[config.mk]
export PLATFORM = sky130hd
export DESIGN_NAME = omc_pchan_ctrl
export DESIGN_NICKNAME = d
export VERILOG_FILES = /design/src/rtl/omc_pchan_ctrl.sv
export SDC_FILE = /design/constraint.sdc
export NUM_CORES = 1
export LEC_CHECK = 0
export CAP_MARGIN = 5
export CORE_MARGIN = 10
export CORE_UTILIZATION = 58
export CTS_BUF_LIST = sky130_fd_sc_hd__clkbuf_8
export DETAILED_ROUTE_END_ITERATION = 6
export MAX_ROUTING_LAYER = met4
export PLACE_DENSITY_LB_ADDON = 0.2
export RECOVER_POWER = 100
export SLEW_MARGIN = 20
export SYNTH_ARGS = -nofsm -noshare
export SYNTH_HDL_FRONTEND = slang
export SYNTH_SLANG_ARGS = --single-unit
[constraint.sdc]
create_clock -name aclk -period 4.6 [get_ports aclk]
set_clock_uncertainty 0.1 [all_clocks]
set_input_delay 0.92 -clock aclk [delete_from_list [all_inputs] [get_ports aclk]]
set_output_delay 0.92 -clock aclk [all_outputs]
set_load 0.02 [all_outputs]
[src/rtl/omc_pchan_ctrl.sv]
// P-Channel power-policy controller: arbitrates wake/software/idle-timeout requests into P-Channel handshakes.
// Latency: selection cycle N -> preq at N+1; accept/deny at M -> preq low at M+1; release at K -> pulse at K+1.
// Backpressure: sw_req_ready is high only in IDLE when no wake is selected; wake hints wait until IDLE.
module omc_pchan_ctrl #(
    parameter int unsigned IDLE_W     = 16,
    parameter logic [2:0]  RUN_PSTATE = 3'd0,
    parameter logic [2:0]  SR_PSTATE  = 3'd1,
    parameter logic [2:0]  PD_PSTATE  = 3'd2
) (
    input  logic              aclk,
    input  logic              aresetn,
    input  logic              sw_req_valid,
    input  logic [2:0]        sw_req_state,
    output logic              sw_req_ready,
    input  logic              auto_en,
    input  logic [2:0]        auto_state,
    input  logic [IDLE_W-1:0] idle_thresh,
    input  logic              wake_req,
    output logic              preq,
    output logic [2:0]        pstate,
    input  logic              paccept,
    input  logic              pdeny,
    input  logic              pactive,
    output logic [2:0]        cur_state,
    output logic              busy,
    output logic              done_pulse,
    output logic              deny_pulse,
    output logic              err_pulse
);

    typedef enum logic [1:0] {
        ST_IDLE    = 2'd0,
        ST_REQ     = 2'd1,
        ST_RELEASE = 2'd2
    } state_e;

    state_e            state_q, state_d;
    logic              preq_q, preq_d;
    logic [2:0]        pstate_q, pstate_d;
    logic [2:0]        cur_q, cur_d;
    logic              acc_q, acc_d;
    logic              busy_q;
    logic              done_q, done_d;
    logic              deny_q, deny_d;
    logic              err_q, err_d;
    logic [IDLE_W-1:0] idle_cnt_q, idle_cnt_d;

    logic              wake_sel;
    logic              auto_sel;
    logic              tgt_vld;
    logic [2:0]        tgt;
    logic              tgt_rsvd;
    logic              cnt_run;

    // Source selection in IDLE: wake beats software, software beats idle-timeout.
    always_comb begin
        wake_sel = wake_req && (cur_q != RUN_PSTATE);
        auto_sel = auto_en && (cur_q == RUN_PSTATE) && (idle_thresh != '0) &&
                   (idle_cnt_q >= idle_thresh) && !wake_req;
        tgt_vld  = 1'b0;
        tgt      = RUN_PSTATE;
        if (wake_sel) begin
            tgt_vld = 1'b1;
            tgt     = RUN_PSTATE;
        end else if (sw_req_valid) begin
            tgt_vld = 1'b1;
            tgt     = sw_req_state;
        end else if (auto_sel) begin
            tgt_vld = 1'b1;
            tgt     = auto_state;
        end
        tgt_rsvd = (tgt != RUN_PSTATE) && (tgt != SR_PSTATE) && (tgt != PD_PSTATE);
    end

    // Handshake sequencing and next-state of every registered output.
    always_comb begin
        state_d  = state_q;
        preq_d   = preq_q;
        pstate_d = pstate_q;
        cur_d    = cur_q;
        acc_d    = acc_q;
        done_d   = 1'b0;
        deny_d   = 1'b0;
        err_d    = 1'b0;
        unique case (state_q)
            ST_IDLE: begin
                if (tgt_vld) begin
                    if (tgt == cur_q) begin
                        done_d = 1'b1;
                    end else if (tgt_rsvd) begin
                        err_d = 1'b1;
                    end else begin
                        pstate_d = tgt;
                        preq_d   = 1'b1;
                        state_d  = ST_REQ;
                    end
                end
            end
            ST_REQ: begin
                // A simultaneous accept and deny is resolved as a deny.
                if (paccept || pdeny) begin
                    acc_d   = paccept && !pdeny;
                    if (paccept && !pdeny) begin
                        cur_d = pstate_q;
                    end
                    preq_d  = 1'b0;
                    state_d = ST_RELEASE;
                end
            end
            ST_RELEASE: begin
                // pstate is held until the slave has dropped both responses.
                if (!paccept && !pdeny) begin
                    pstate_d = cur_q;
                    done_d   = acc_q;
                    deny_d   = !acc_q;
                    state_d  = ST_IDLE;
                end
            end
            default: begin
                state_d = ST_IDLE;
                preq_d  = 1'b0;
            end
        endcase
    end

    // Idle counter runs only while quiescent in RUN and staying in IDLE; saturates at all-ones.
    always_comb begin
        cnt_run = (state_q == ST_IDLE) && (state_d == ST_IDLE) && (cur_q == RUN_PSTATE) &&
                  !pactive && !wake_req;
        if (!cnt_run) begin
            idle_cnt_d = '0;
        end else if (&idle_cnt_q) begin
            idle_cnt_d = idle_cnt_q;
        end else begin
            idle_cnt_d = idle_cnt_q + {{(IDLE_W-1){1'b0}}, 1'b1};
        end
    end

    // State and output registers.
    always_ff @(posedge aclk or negedge aresetn) begin
        if (!aresetn) begin
            state_q    <= ST_IDLE;
            preq_q     <= 1'b0;
            pstate_q   <= RUN_PSTATE;
            cur_q      <= RUN_PSTATE;
            acc_q      <= 1'b0;
            busy_q     <= 1'b0;
            done_q     <= 1'b0;
            deny_q     <= 1'b0;
            err_q      <= 1'b0;
            idle_cnt_q <= '0;
        end else begin
            state_q    <= state_d;
            preq_q     <= preq_d;
            pstate_q   <= pstate_d;
            cur_q      <= cur_d;
            acc_q      <= acc_d;
            busy_q     <= (state_d != ST_IDLE);
            done_q     <= done_d;
            deny_q     <= deny_d;
            err_q      <= err_d;
            idle_cnt_q <= idle_cnt_d;
        end
    end

    // Ready is held low while reset is asserted.
    assign sw_req_ready = aresetn && (state_q == ST_IDLE) && !wake_sel;
    assign preq         = preq_q;
    assign pstate       = pstate_q;
    assign cur_state    = cur_q;
    assign busy         = busy_q;
    assign done_pulse   = done_q;
    assign deny_pulse   = deny_q;
    assign err_pulse    = err_q;

endmodule

==> results of run 1 <==
## cells in the final DEF, fill, tap and decap left out, types with 2 or more instances in the layout
| cell type | count |
|---|---|
| sky130_fd_sc_hd__nor2_1 | 32 |
| sky130_fd_sc_hd__dfrtp_1 | 30 |
| sky130_fd_sc_hd__clkdlybuf4s50_1 | 26 |
| sky130_fd_sc_hd__inv_1 | 22 |
| sky130_fd_sc_hd__nand2_1 | 19 |
| sky130_fd_sc_hd__ha_1 | 17 |
| sky130_fd_sc_hd__dlygate4sd3_1 | 15 |
| sky130_fd_sc_hd__a21oi_1 | 12 |
| sky130_fd_sc_hd__xor2_1 | 12 |
| sky130_fd_sc_hd__nand3_1 | 11 |
| sky130_fd_sc_hd__nand4_1 | 7 |
| sky130_fd_sc_hd__nor4_1 | 7 |
| sky130_fd_sc_hd__mux2_2 | 6 |
| sky130_fd_sc_hd__nand2b_1 | 5 |
| sky130_fd_sc_hd__o21ai_0 | 5 |
| sky130_fd_sc_hd__clkbuf_8 | 5 |
| sky130_fd_sc_hd__nor2b_1 | 4 |
| sky130_fd_sc_hd__xnor2_1 | 4 |
| sky130_fd_sc_hd__nor3_1 | 4 |
| sky130_fd_sc_hd__and3_1 | 4 |
| sky130_fd_sc_hd__o211ai_1 | 3 |
| sky130_fd_sc_hd__nor3b_1 | 3 |
| sky130_fd_sc_hd__a31oi_1 | 3 |
| sky130_fd_sc_hd__nor4_2 | 2 |
| sky130_fd_sc_hd__and2_1 | 2 |
| sky130_fd_sc_hd__o211a_1 | 2 |
| sky130_fd_sc_hd__o2bb2ai_1 | 2 |
## final cells by class
type,count,area [µm²]
fillers,280,943
flip-flops and latches,30,751
well taps,48,60.1
clock buffers,5,68.8
inverters,20,75.1
repair buffers,42,414
multi-input cells,186,1310
clock inverters,3,37.5
## metrics by stage
stage	hold WS [ps]	utilization (%)
2_1_floorplan	331	-
3_3_place_gp	368	71.6
3_5_place_dp	374	71.6
4_1_cts	395	74.5
5_1_grt	419	74.2
6_report	392	74.2
## critical path, cell delays in order
cell	delay (ps)
sky130_fd_sc_hd__dlygate4sd3_1	540
sky130_fd_sc_hd__inv_1	50
sky130_fd_sc_hd__ha_1	310
sky130_fd_sc_hd__a21oi_1	160
sky130_fd_sc_hd__nand2_1	70
sky130_fd_sc_hd__a221oi_1	450
sky130_fd_sc_hd__o21ai_4	180
sky130_fd_sc_hd__o2bb2ai_1	260
sky130_fd_sc_hd__o41ai_4	690
sky130_fd_sc_hd__nor2_1	130
## cell families (layout without fill, tap and decap cells)
family                     Yosys count  count (layout)  share of synthesized area [%]
buffers and inverters               27              70                           5.38
DFF                                 30              30                           34.3
AOI/OAI and AO/OA                   41              41                           16.0
xor gates and xnor gates            16              16                           6.41
muxes                                7               7                           3.55
adders and majority gates           17              17                           9.73
and+or+nand+nor                    105             105                           24.6
## report_power, final
group	switching, mW	internal, mW
clock network	0.0968	0.157
logic	0.257	0.210
registers	0.0662	0.316
## cells in the mapped netlist (all sizes together) (2+ instances only)
library cell / count / area (µm²)
xnor2: 4 / 35.0
a21oi: 13 / 76.3
nor4: 9 / 68.8
nor2: 32 / 120
o2bb2ai: 2 / 23.8
a31oi: 3 / 18.8
o211ai: 3 / 22.5
o31ai: 2 / 28.8
inv: 20 / 75.1
xor2: 12 / 105
o211a: 2 / 20.0
and2: 2 / 12.5
nor3b: 3 / 22.5
o21ai: 6 / 41.3
nor3: 4 / 20.0
nand3: 11 / 55.1
nor2b: 4 / 25.0
buf: 7 / 42.5
nand2b: 5 / 31.3
ha: 17 / 213
and3: 4 / 25.0
nand2: 19 / 71.3
dfrtp: 30 / 751
mux2: 6 / 67.6
nand4: 7 / 43.8
## worst max path at each step
stage                     endpoint  depth (start not counted)  slack [ps]
finish               idle_cnt_q[8]                         10         880
detailed placement  idle_cnt_q[10]                          9         710
global route        idle_cnt_q[10]                         10         660
CTS                 idle_cnt_q[10]                          9        1010
floorplan                pstate[0]                          8        1610
global placement     idle_cnt_q[5]                         10         790
## flip-flops by register name (all words and copies together), names as in the netlist
signal and cells:
cur_state 3, deny_pulse 1, idle_cnt_q 16, done_pulse 1, state_q 2, pstate 3
busy 1, preq 1, acc_q 1, err_pulse 1
## routing by layer
layer | vias to the layer above | routed length (µm) | share of wire, %
met3 | 7 | 293 | 5.6
met4 | 0 | 92 | 1.8
li1 | 954 | - | -
met5 | - | 0 | 0
met1 | 909 | 2440 | 47
met2 | 50 | 2410 | 46
==> tab_implementation.tex, run 1 <==
\begin{tabular}{lr}
\hline
Metric & Value \\
\hline
\multicolumn{2}{l}{\textbf{Worst setup path}} \\
\quad Required time of the critical path & 4640 ps \\
\quad First element of the critical path & idle\_thresh[14] \\
\quad Category of the worst setup path capture point & flip-flop \\
\quad Critical register-to-register path endpoint & idle\_cnt\_q[8] \\
\quad Minimum setup slack among reg-to-reg paths & about 1700 ps \\
\quad Launch instance of the worst register-to-register path & idle\_cnt\_q[14] \\
\quad Number of cells traversed by the worst register-to-register path & 8 \\
\quad Nature of the critical path startpoint & primary input \\
\quad Critical path fanouts, max & 15 \\
\quad Start-to-end type of the worst setup path & in -> reg \\
\quad Arrival time at the worst endpoint & $\sim$3800 ps \\
\multicolumn{2}{l}{\textbf{Yosys}} \\
\quad Portion of the post-synthesis area used by sequential elements & 34.3\% \\
\quad Number of synthesized flops with an enable pin & 0 \\
\quad Number of instances in the synthesized netlist & about 240 \\
\quad Number of synthesized register bits & 30 \\
\quad Synth Flop Type & sky130\_fd\_sc\_hd\_\_dfrtp\_1 \\
\quad Fraction of registers with async set or reset after synthesis & between 90\% and 100\% \\
\quad Average instance area after synthesis & between 8 and 9 µm² \\
\quad Synthesis Warnings & 0 \\
\quad Total nets after synthesis & 290 \\
\quad Netlist cell types & 49 \\
\quad Synthesized area & around 2200 µm² \\
\multicolumn{2}{l}{\textbf{Run status}} \\
\quad Violated checks & capacitance limit, slew limit \\
\quad Run status & complete, but fails checks \\
\multicolumn{2}{l}{\textbf{Floorplanning}} \\
\quad Die area & 6620 µm² \\
\quad I/O pin cnt & between 40 and 50 \\
\quad Initial core utilization & between 50\% and 60\% \\
\quad Placeable core area & 3660 µm² \\
\quad Placement row count & 22 \\
\quad Die Span X & about 80 µm \\
\quad Vert. Die Dim & $\sim$80 µm \\
\multicolumn{2}{l}{\textbf{Power}} \\
\quad Power consumption & roughly 1.1 mW \\
\quad Static power due to leakage & approximately 1.2 nW \\
\quad P per Cell Area & roughly 410 nW/µm² \\
\quad Worst IR Drop VDD & about 320 µV \\
\multicolumn{2}{l}{\textbf{STA}} \\
\quad Min setup slack post-route & 880 ps \\
\quad Peak clock frequency supported by timing & between 0.2 and 0.3 GHz \\
\quad Aggregate negative setup slack & 0 ps \\
\quad Relative max-transition margin & -4.49\% \\
\quad Portion of the clock cycle consumed by the worst path in the final layout & roughly four fifths \\
\quad Time the worst path needs with I/O delays and setup & 3720 ps \\
\quad RSZ-0062 raised after global routing & false \\
\quad Total count of hold-check failures in the final report & 0 \\
\quad Final-report setup violation count & 0 \\
\quad Worst Tran Pin Value & 1570 ps \\
\quad Max-slew violations & 31 \\
\multicolumn{2}{l}{\textbf{GRT}} \\
\quad GRT Total Usage & 17.3\% \\
\quad Vias in the first global route & 1822 \\
\quad Antenna violations before repair & 0 \\
\quad Met1 global-route usage & approximately 22\% \\
\quad Met2 routing resource usage after global routing & roughly 26\% \\
\quad Grt met3 use & between 4 and 5\% \\
\quad Largest net degree at the start of global routing & 31 \\
\quad Wire length of the first global-routing pass & around 8700 µm \\
\quad Global route hottest layer & met2 \\
\quad Grt ovf & 0 \\
\multicolumn{2}{l}{\textbf{CTS}} \\
\quad Clock slew at the register clock pins of the worst setup and hold paths & roughly 60 ps \\
\quad Buffer type at the clock tree root & sky130\_fd\_sc\_hd\_\_clkbuf\_8 \\
\quad Post\_cts resized & 0 \\
\quad Setup bufs post-CTS & 0 \\
\quad Clock insertion delay at the later pin of the skew report & 290 ps \\
\quad CTS H-tree depth & 2 \\
\quad Clock buffers created by TritonCTS & 5 \\
\quad Hold buffer count at cts & 0 \\
\quad Clock Tree Buf Depth & 2 \\
\quad TritonCTS clock tree & built \\
\quad Num Clock Sinks & 30 \\
\multicolumn{2}{l}{\textbf{Placement}} \\
\quad Placement-stage cell area & approximately 2600 µm² \\
\quad Setup slack after placement & a little over 700 ps \\
\quad GPL Wtd Cong & between 0.8 and 0.9 \\
\quad Port Buffer Count & around 40 \\
\quad Number of placed instances, taps included & 326 \\
\quad Half-perimeter wire length of the detailed placement result & $\sim$4200 µm \\
\multicolumn{2}{l}{\textbf{Routing}} \\
\quad Total vias in the final route & about 1.9k \\
\quad Mean routed wirelength per cell & 15.7 µm \\
\quad Number of vias per cell & between 5 and 6 \\
\quad Total routed wirelength & 5240 µm \\
\quad Residual DRC & 0 \\
\quad Remaining antenna violation count after routing & 0 \\
\quad Number of DRC violations after detailed-routing iteration 0 & between 150 and 200 \\
\quad Pre-antenna DRT Iters & 4 \\
\multicolumn{2}{l}{\textbf{Min path}} \\
\quad Hold Path Depth & 2 \\
\quad Startpoint of the most critical hold path & preq \\
\quad Sink of the worst hold path & preq \\
\quad Path category of the worst min-delay check & reg -> reg \\
\multicolumn{2}{l}{\textbf{Final layout}} \\
\quad Cell area after layout & around 2700 µm² \\
\quad Inserted Diodes & 0 \\
\quad Non-filler instance count after layout & $\sim$330 \\
\quad Syn-to-layout area delta & 24.3\% \\
\quad Layout cells sized above 1 & 8.04\% \\
\quad Nets@finish & 332 \\
\multicolumn{2}{l}{\textbf{Job}} \\
\quad Maximum Capacitance Violations & 1 \\
\hline
\end{tabular}
Note: power is estimated with default switching activity, not from simulation.
==> run 2, diff against run 1 <==
Settings changed: CORE_UTILIZATION 58 to 54.
Clock period 4.6 ns to 3.82 ns, I/O delays scaled along.
==> run 2 against run 1 <==
Net effect:
- the run still ends with capacitance limit, slew limit left
- first-iteration DRC count fell by 13%
- setup slack got worse by 490 ps
- clock power about the same
- global-route usage shrank 0.61 points
- total power rose by 17%
- sequential share of layout area up 0.17 points
- sequential cell count did not move
- core utilization down 6.2 points
- register-to-register slack worse by 650 ps
- largest power group unchanged
- highest routed layer unchanged
==> tab_implementation.tex, run 2 (same netlist as run 1, synthesis figures left out) <==
\begin{tabular}{lr}
\hline
Metric & Value \\
\hline
\multicolumn{2}{l}{\textbf{Run status}} \\
\quad Run status & complete, but fails checks (unchanged) \\
\quad Violated checks & capacitance limit, slew limit (unchanged) \\
\multicolumn{2}{l}{\textbf{Worst setup path}} \\
\quad First element of the critical path & idle\_thresh[14] (unchanged) \\
\quad Minimum setup slack among reg-to-reg paths & 1030 ps (was 1680 ps) \\
\quad Buffering stage count on the worst path with inverters included & 3 (was 2) \\
\quad Critical-path top delay cell & sky130\_fd\_sc\_hd\_\_dlygate4sd3\_1 (was sky130\_fd\_sc\_hd\_\_o41ai\_4) \\
\quad CP Depth & 11 (was 10) \\
\quad Critical path fanouts, max & 15 (unchanged) \\
\quad Arrival time at the worst endpoint & 3490 ps (was 3760 ps) \\
\quad Critical register-to-register path endpoint & idle\_cnt\_q[7] (was idle\_cnt\_q[8]) \\
\quad Category of the worst setup path capture point & flip-flop (unchanged) \\
\quad Start-to-end type of the worst setup path & in -> reg (unchanged) \\
\quad Worst-path cell chain & dlygate4sd3\_1 > inv\_1 > ha\_1 > a21oi\_1 > nand2\_1 > a221oi\_1 > o21ai\_4 > o2bb2ai\_1 > o41ai\_4 > clkbuf\_2 > nor2\_1 (was dlygate4sd3\_1 > inv\_1 > ha\_1 > a21oi\_1 > nand2\_1 > a221oi\_1 > o21ai\_4 > o2bb2ai\_1 > o41ai\_4 > nor2\_1) \\
\quad Launch instance of the worst register-to-register path & idle\_cnt\_q[9] (was idle\_cnt\_q[14]) \\
\quad Crit path capture & idle\_cnt\_q[7] (was idle\_cnt\_q[8]) \\
\quad Cell family with the largest share of critical-path delay & compound AO/OA/AOI/OAI gates (unchanged) \\
\quad Nature of the critical path startpoint & primary input (unchanged) \\
\quad Max incr delay on CP & 550 ps (was 690 ps) \\
\quad Required time of the critical path & 3870 ps (was 4640 ps) \\
\quad Number of cells traversed by the worst register-to-register path & 9 (was 8) \\
\multicolumn{2}{l}{\textbf{GRT}} \\
\quad Antenna violations before repair & 0 (unchanged) \\
\quad Vias in the first global route & 2012 (was 1822) \\
\quad GRT Total Usage & 16.7\% (was 17.3\%) \\
\quad Wire length of the first global-routing pass & 9600 µm (was 8710 µm) \\
\quad Largest net degree at the start of global routing & 31 (unchanged) \\
\quad Grt ovf & 0 (unchanged) \\
\multicolumn{2}{l}{\textbf{Placement}} \\
\quad Placement-stage cell area & 2630 µm² (was 2620 µm²) \\
\quad Number of placed instances, taps included & 329 (was 326) \\
\quad Port Buffer Count & 41 (unchanged) \\
\quad Half-perimeter wire length of the detailed placement result & 4440 µm (was 4160 µm) \\
\quad GPL Wtd Cong & 0.879 (was 0.830) \\
\quad Setup slack after placement & 271 ps (was 709 ps) \\
\multicolumn{2}{l}{\textbf{CTS}} \\
\quad Clock buffers created by TritonCTS & 5 (unchanged) \\
\quad Buffer type at the clock tree root & sky130\_fd\_sc\_hd\_\_clkbuf\_8 (unchanged) \\
\quad Clock Tree Buf Depth & 2 (unchanged) \\
\quad Clock slew at the register clock pins of the worst setup and hold paths & 60 ps (about the same) \\
\quad Num Clock Sinks & 30 (unchanged) \\
\quad Clock insertion delay at the later pin of the skew report & 280 ps (was 290 ps) \\
\quad CTS H-tree depth & 2 (unchanged) \\
\quad Hold buffer count at cts & 0 (unchanged) \\
\quad TritonCTS clock tree & built (unchanged) \\
\quad Post\_cts resized & 0 (unchanged) \\
\quad Setup bufs post-CTS & 0 (unchanged) \\
\multicolumn{2}{l}{\textbf{STA}} \\
\quad Worst Tran Pin Value & 1580 ps (was 1570 ps) \\
\quad RSZ-0062 raised after global routing & false (unchanged) \\
\quad Final-report setup violation count & 0 (unchanged) \\
\quad Min setup slack post-route & 386 ps (was 880 ps) \\
\quad Portion of the clock cycle consumed by the worst path in the final layout & about 90\% \\
\quad Max-slew violations & 31 (unchanged) \\
\quad Peak clock frequency supported by timing & between 0.2 and 0.3 GHz \\
\quad Total count of hold-check failures in the final report & 0 (unchanged) \\
\quad Relative max-transition margin & -5.25\% (was -4.49\%) \\
\quad Time the worst path needs with I/O delays and setup & between 3000 and 4000 ps \\
\quad Aggregate negative setup slack & 0 ps (unchanged) \\
\multicolumn{2}{l}{\textbf{Job}} \\
\quad Maximum Capacitance Violations & 1 (unchanged) \\
\multicolumn{2}{l}{\textbf{Power}} \\
\quad Clock network power share & 19.8\% (was 23.0\%) \\
\quad Worst IR Drop VDD & 431 µV (was 320 µV) \\
\quad P per Cell Area & 476 nW/µm² (was 406 nW/µm²) \\
\quad NetSw & 512 µW (was 420 µW) \\
\quad Combinational group share of total power & 44.1\% (was 42.3\%) \\
\quad Share of total power in sequential cells & 36.1\% (was 34.6\%) \\
\quad Static power due to leakage & 1.21 nW (was 1.23 nW) \\
\quad Cell-internal power & 773 µW (was 683 µW) \\
\quad Proportion of total power due to net switching & 39.9\% (was 38.1\%) \\
\multicolumn{2}{l}{\textbf{Final layout}} \\
\quad Syn-to-layout area delta & 23.6\% (was 24.3\%) \\
\quad Commonest non-fill, non-tap cell in the layout & sky130\_fd\_sc\_hd\_\_nor2\_1 (unchanged) \\
\quad Nets@finish & 333 (was 332) \\
\quad Number of flip-flops in the largest register & 16 (unchanged) \\
\quad Most flops, register & idle\_cnt\_q (unchanged) \\
\quad Layout cells sized above 1 & 8.42\% (was 8.04\%) \\
\quad Non-filler instance count after layout & 335 (was 334) \\
\quad Inserted Diodes & 0 (unchanged) \\
\quad Cell area after layout & 2700 µm² (was 2720 µm²) \\
\quad Commonest cells after routing, fill and taps aside & sky130\_fd\_sc\_hd\_\_nor2\_1 (32), sky130\_fd\_sc\_hd\_\_dfrtp\_1 (30), sky130\_fd\_sc\_hd\_\_clkdlybuf4s50\_1 (26) (unchanged) \\
\multicolumn{2}{l}{\textbf{Routing}} \\
\quad Number of DRC violations after detailed-routing iteration 0 & 137 (was 158) \\
\quad Mean routed wirelength per cell & 16.9 µm (was 15.7 µm) \\
\quad Remaining antenna violation count after routing & 0 (unchanged) \\
\quad Residual DRC & 0 (unchanged) \\
\quad Number of vias per cell & 5.79 (was 5.75) \\
\quad Total routed wirelength & 5660 µm (was 5240 µm) \\
\quad Total vias in the final route & 1940 (was 1920) \\
\quad Pre-antenna DRT Iters & 4 (unchanged) \\
\multicolumn{2}{l}{\textbf{Min path}} \\
\quad Path category of the worst min-delay check & reg -> reg (unchanged) \\
\quad Hold Path Depth & 2 (unchanged) \\
\multicolumn{2}{l}{\textbf{Floorplanning}} \\
\quad Die Span X & 83.6 µm (was 81.4 µm) \\
\quad I/O pin cnt & 42 (unchanged) \\
\quad Vert. Die Dim & 83.6 µm (was 81.4 µm) \\
\quad Placeable core area & 3970 µm² (was 3660 µm²) \\
\quad Placement row count & 23 (was 22) \\
\quad Die area & 6990 µm² (was 6620 µm²) \\
\quad Initial core utilization & 55.0\% (was 59.7\%) \\
\hline
\end{tabular}
run 2: cell types whose count changed in the layout (fill, tap and decap cells not counted), sizes merged:
cell    before  now
inv         22   20
bufinv       1    0
clkbuf       6    8
run 2: worst min-delay path: cells and delay by family (launching register included):
family	cells	cell delay, ps
simple gates	2	110
flops	1	340
run 2: per-layer routing:
layer	track usage [%]	up-vias	share of wire (%)
met2	26.8	44	48
li1	-	949	-
met1	20.7	940	47
met3	2.64	7	4.1
met5	-	-	0
met4	6.09	0	1.0
run 2: through the flow:
| stage | hold slack, ps | power, mW | utilization [%] |
|---|---|---|---|
| global route | 409 | 1.36 | 68.0 |
| finish | 381 | 1.29 | 68.0 |
| CTS | 386 | 1.31 | 68.3 |
| floorplan | 331 | 0.840 | - |
| global placement | 364 | 1.03 | 66.3 |
| detailed placement | 366 | 1.05 | 66.3 |
run 2: worst min-delay path by stage:
stage	start	to	slack [ps]
after floorplan	acc_q	deny_pulse	330
after global placement	acc_q	deny_pulse	360
after detailed placement	preq	preq	370
after CTS	preq	preq	390
after global routing	acc_q	deny_pulse	410
final	preq	preq	380
run 2: final cells by class:
| type | count | area [µm²] |
|---|---|---|
| multi-input combinational | 186 | 1310 |
| inverter | 20 | 75.1 |
| timing repair buffer | 43 | 419 |
| clock buffer | 6 | 82.6 |
| fill | 330 | 1270 |
| sequential | 30 | 751 |
| tap | 50 | 62.6 |
run 2: power groups by stage:
stage | combinational [mW] | clock, mW | sequential, mW
2_1_floorplan | 0.362 | 0 | 0.478
4_1_cts | 0.587 | 0.257 | 0.463
6_report | 0.567 | 0.254 | 0.464
3_3_place_gp | 0.568 | 0 | 0.465
5_1_grt | 0.620 | 0.270 | 0.473
3_5_place_dp | 0.580 | 0 | 0.468
==> run 3, diff against run 2 <==
Settings changed: CTS_CLUSTER_SIZE from default to 30, PLACE_DENSITY from default to 0.86, PLACE_DENSITY_LB_ADDON 0.2 to default.
==> run 3 against run 2 <==
Net effect:
- hold slack got worse by 9.8 ps
- cell area increased by 0.32%
- maximum frequency increased by 0.90%
- the run still ends with capacitance limit, slew limit left
- total power decreased by 0.56%
- core utilization increased by 0.22 points
==> tab_implementation.tex, run 3 (same netlist as run 1, synthesis figures left out) <==
\begin{tabular}{lr}
\hline
Metric & Value \\
\hline
\multicolumn{2}{l}{\textbf{Run status}} \\
\quad Run status & complete, but fails checks (unchanged) \\
\quad Violated checks & capacitance limit, slew limit (unchanged) \\
\multicolumn{2}{l}{\textbf{Final layout}} \\
\quad Cell area after layout & 2710 µm² (was 2700 µm²) \\
\quad Commonest cells after routing, fill and taps aside & sky130\_fd\_sc\_hd\_\_nor2\_1 (32), sky130\_fd\_sc\_hd\_\_dfrtp\_1 (30), sky130\_fd\_sc\_hd\_\_clkdlybuf4s50\_1 (26) (unchanged) \\
\quad Nets@finish & 333 (unchanged) \\
\quad Inserted Diodes & 0 (unchanged) \\
\quad Most flops, register & idle\_cnt\_q (unchanged) \\
\quad Syn-to-layout area delta & 24.0\% (was 23.6\%) \\
\quad Layout cells sized above 1 & 8.71\% (was 8.42\%) \\
\quad Commonest non-fill, non-tap cell in the layout & sky130\_fd\_sc\_hd\_\_nor2\_1 (unchanged) \\
\quad Number of flip-flops in the largest register & 16 (unchanged) \\
\multicolumn{2}{l}{\textbf{CTS}} \\
\quad Clock slew at the register clock pins of the worst setup and hold paths & 60 ps (about the same) \\
\quad Clock Tree Buf Depth & 2 (unchanged) \\
\quad Buffer type at the clock tree root & sky130\_fd\_sc\_hd\_\_clkbuf\_8 (unchanged) \\
\quad Post\_cts resized & 0 (unchanged) \\
\quad CTS H-tree depth & 2 (unchanged) \\
\quad TritonCTS clock tree & built (unchanged) \\
\quad Num Clock Sinks & 30 (unchanged) \\
\quad Clock insertion delay at the later pin of the skew report & 280 ps (about the same) \\
\quad Clock buffers created by TritonCTS & 5 (unchanged) \\
\quad Setup bufs post-CTS & 0 (unchanged) \\
\quad Hold buffer count at cts & 0 (unchanged) \\
\multicolumn{2}{l}{\textbf{GRT}} \\
\quad Grt ovf & 0 (unchanged) \\
\quad Antenna violations before repair & 0 (unchanged) \\
\quad Largest net degree at the start of global routing & 31 (unchanged) \\
\quad GRT Total Usage & 15.9\% (was 16.7\%) \\
\quad Vias in the first global route & 1849 (was 2012) \\
\quad Wire length of the first global-routing pass & 9110 µm (was 9600 µm) \\
\multicolumn{2}{l}{\textbf{STA}} \\
\quad Final-report setup violation count & 0 (unchanged) \\
\quad RSZ-0062 raised after global routing & false (unchanged) \\
\quad Portion of the clock cycle consumed by the worst path in the final layout & 89.1\% (was 89.9\%) \\
\quad Worst Tran Pin Value & 1570 ps (was 1580 ps) \\
\quad Total count of hold-check failures in the final report & 0 (unchanged) \\
\quad Peak clock frequency supported by timing & 0.294 GHz (was 0.291 GHz) \\
\quad Aggregate negative setup slack & 0 ps (unchanged) \\
\quad Max-slew violations & 31 (unchanged) \\
\quad Time the worst path needs with I/O delays and setup & 3400 ps (was 3430 ps) \\
\quad Relative max-transition margin & -4.86\% (was -5.25\%) \\
\multicolumn{2}{l}{\textbf{Routing}} \\
\quad Mean routed wirelength per cell & 15.7 µm (was 16.9 µm) \\
\quad Total vias in the final route & 1921 (was 1940) \\
\quad Pre-antenna DRT Iters & 4 (unchanged) \\
\quad Number of vias per cell & 5.70 (was 5.79) \\
\quad Number of DRC violations after detailed-routing iteration 0 & 189 (was 137) \\
\quad Total routed wirelength & 5310 µm (was 5660 µm) \\
\quad Remaining antenna violation count after routing & 0 (unchanged) \\
\quad Residual DRC & 0 (unchanged) \\
\multicolumn{2}{l}{\textbf{Floorplanning}} \\
\quad Die Span X & 83.6 µm (unchanged) \\
\quad I/O pin cnt & 42 (unchanged) \\
\quad Die area & 6990 µm² (unchanged) \\
\quad Placeable core area & 3970 µm² (unchanged) \\
\quad Initial core utilization & 55.0\% (unchanged) \\
\quad Placement row count & 23 (unchanged) \\
\quad Vert. Die Dim & 83.6 µm (unchanged) \\
\multicolumn{2}{l}{\textbf{Placement}} \\
\quad Port Buffer Count & 41 (unchanged) \\
\quad GPL Wtd Cong & 0.931 (was 0.879) \\
\quad Placement-stage cell area & 2630 µm² (unchanged) \\
\quad Half-perimeter wire length of the detailed placement result & 4240 µm (was 4440 µm) \\
\multicolumn{2}{l}{\textbf{Worst setup path}} \\
\quad Launch instance of the worst register-to-register path & idle\_cnt\_q[0] (was idle\_cnt\_q[9]) \\
\quad First element of the critical path & idle\_thresh[14] (unchanged) \\
\quad Critical register-to-register path endpoint & pstate[1] (was idle\_cnt\_q[7]) \\
\quad Required time of the critical path & 3880 ps (was 3870 ps) \\
\quad Category of the worst setup path capture point & flip-flop (unchanged) \\
\quad Minimum setup slack among reg-to-reg paths & 1070 ps (was 1030 ps) \\
\quad Critical path fanouts, max & 15 (unchanged) \\
\quad Nature of the critical path startpoint & primary input (unchanged) \\
\quad Crit path capture & idle\_cnt\_q[13] (was idle\_cnt\_q[7]) \\
\quad Number of cells traversed by the worst register-to-register path & 9 (unchanged) \\
\quad Arrival time at the worst endpoint & 3460 ps (was 3490 ps) \\
\quad Start-to-end type of the worst setup path & in -> reg (unchanged) \\
\multicolumn{2}{l}{\textbf{Power}} \\
\quad Static power due to leakage & 1.22 nW (was 1.21 nW) \\
\quad Worst IR Drop VDD & 442 µV (was 431 µV) \\
\quad P per Cell Area & 471 nW/µm² (was 476 nW/µm²) \\
\multicolumn{2}{l}{\textbf{Job}} \\
\quad Maximum Capacitance Violations & 1 (unchanged) \\
\multicolumn{2}{l}{\textbf{Min path}} \\
\quad Path category of the worst min-delay check & reg -> reg (unchanged) \\
\hline
\end{tabular}
[run 3: cell types whose count changed in the layout (fill, tap and decap cells not counted)]
cell / delta
sky130_fd_sc_hd__inv_1: +1
sky130_fd_sc_hd__clkinv_2: +1
[run 3: worst min path at each step]
stage | startpoint | end | slack, ps | cells after the start
after floorplan | acc_q | deny_pulse | 330 | 1
after global placement | acc_q | deny_pulse | 360 | 1
after CTS | acc_q | deny_pulse | 370 | 1
after detailed placement | acc_q | deny_pulse | 360 | 1
final | acc_q | deny_pulse | 370 | 1
after global routing | acc_q | deny_pulse | 420 | 1
[run 3: area by class of cell]
type	instances	area, µm²
multi-input cells	186	1310
clock buffers	6	82.6
well taps	50	62.6
inverters	20	75.1
flip-flops and latches	30	751
repair buffers	43	419
fillers	319	1260
clock inverters	2	8.76
[run 3: metal layers]
layer | GRT usage, % | wire length, µm | part of all wire (%)
met5 | - | 0 | 0
met2 | 24.2 | 2510 | 47
met1 | 20.3 | 2390 | 45
met3 | 2.54 | 274 | 5.2
met4 | 6.54 | 129 | 2.4
[run 3: power by group]
group / internal, mW / total, mW / switching [mW]
logic: 0.253 / 0.561 / 0.308
registers: 0.380 / 0.460 / 0.0796
clock network: 0.142 / 0.257 / 0.115
[run 3: through the flow]
| stage | instances | hold WS [ps] | total power [mW] | util (%) | worst slack (ps) |
|---|---|---|---|---|---|
| 2_1_floorplan | 243 | 331 | 0.840 | - | 990 |
| 6_report | 337 | 371 | 1.28 | 68.2 | 416 |
| 3_5_place_dp | 329 | 360 | 1.04 | 66.3 | 272 |
| 4_1_cts | 337 | 372 | 1.30 | 68.6 | 565 |
| 3_3_place_gp | 329 | 361 | 1.03 | 66.3 | 386 |
| 5_1_grt | 337 | 416 | 1.36 | 68.2 | 241 |
[run 3: critical path, cell delays in order]
cell	delay (ps)
sky130_fd_sc_hd__dlygate4sd3_1	550
sky130_fd_sc_hd__inv_1	50
sky130_fd_sc_hd__ha_1	320
sky130_fd_sc_hd__a21oi_1	180
sky130_fd_sc_hd__nand2_1	70
sky130_fd_sc_hd__a221oi_1	420
sky130_fd_sc_hd__o21ai_4	170
sky130_fd_sc_hd__o2bb2ai_1	270
sky130_fd_sc_hd__o41ai_4	230
sky130_fd_sc_hd__clkbuf_2	330
sky130_fd_sc_hd__nor2_1	100
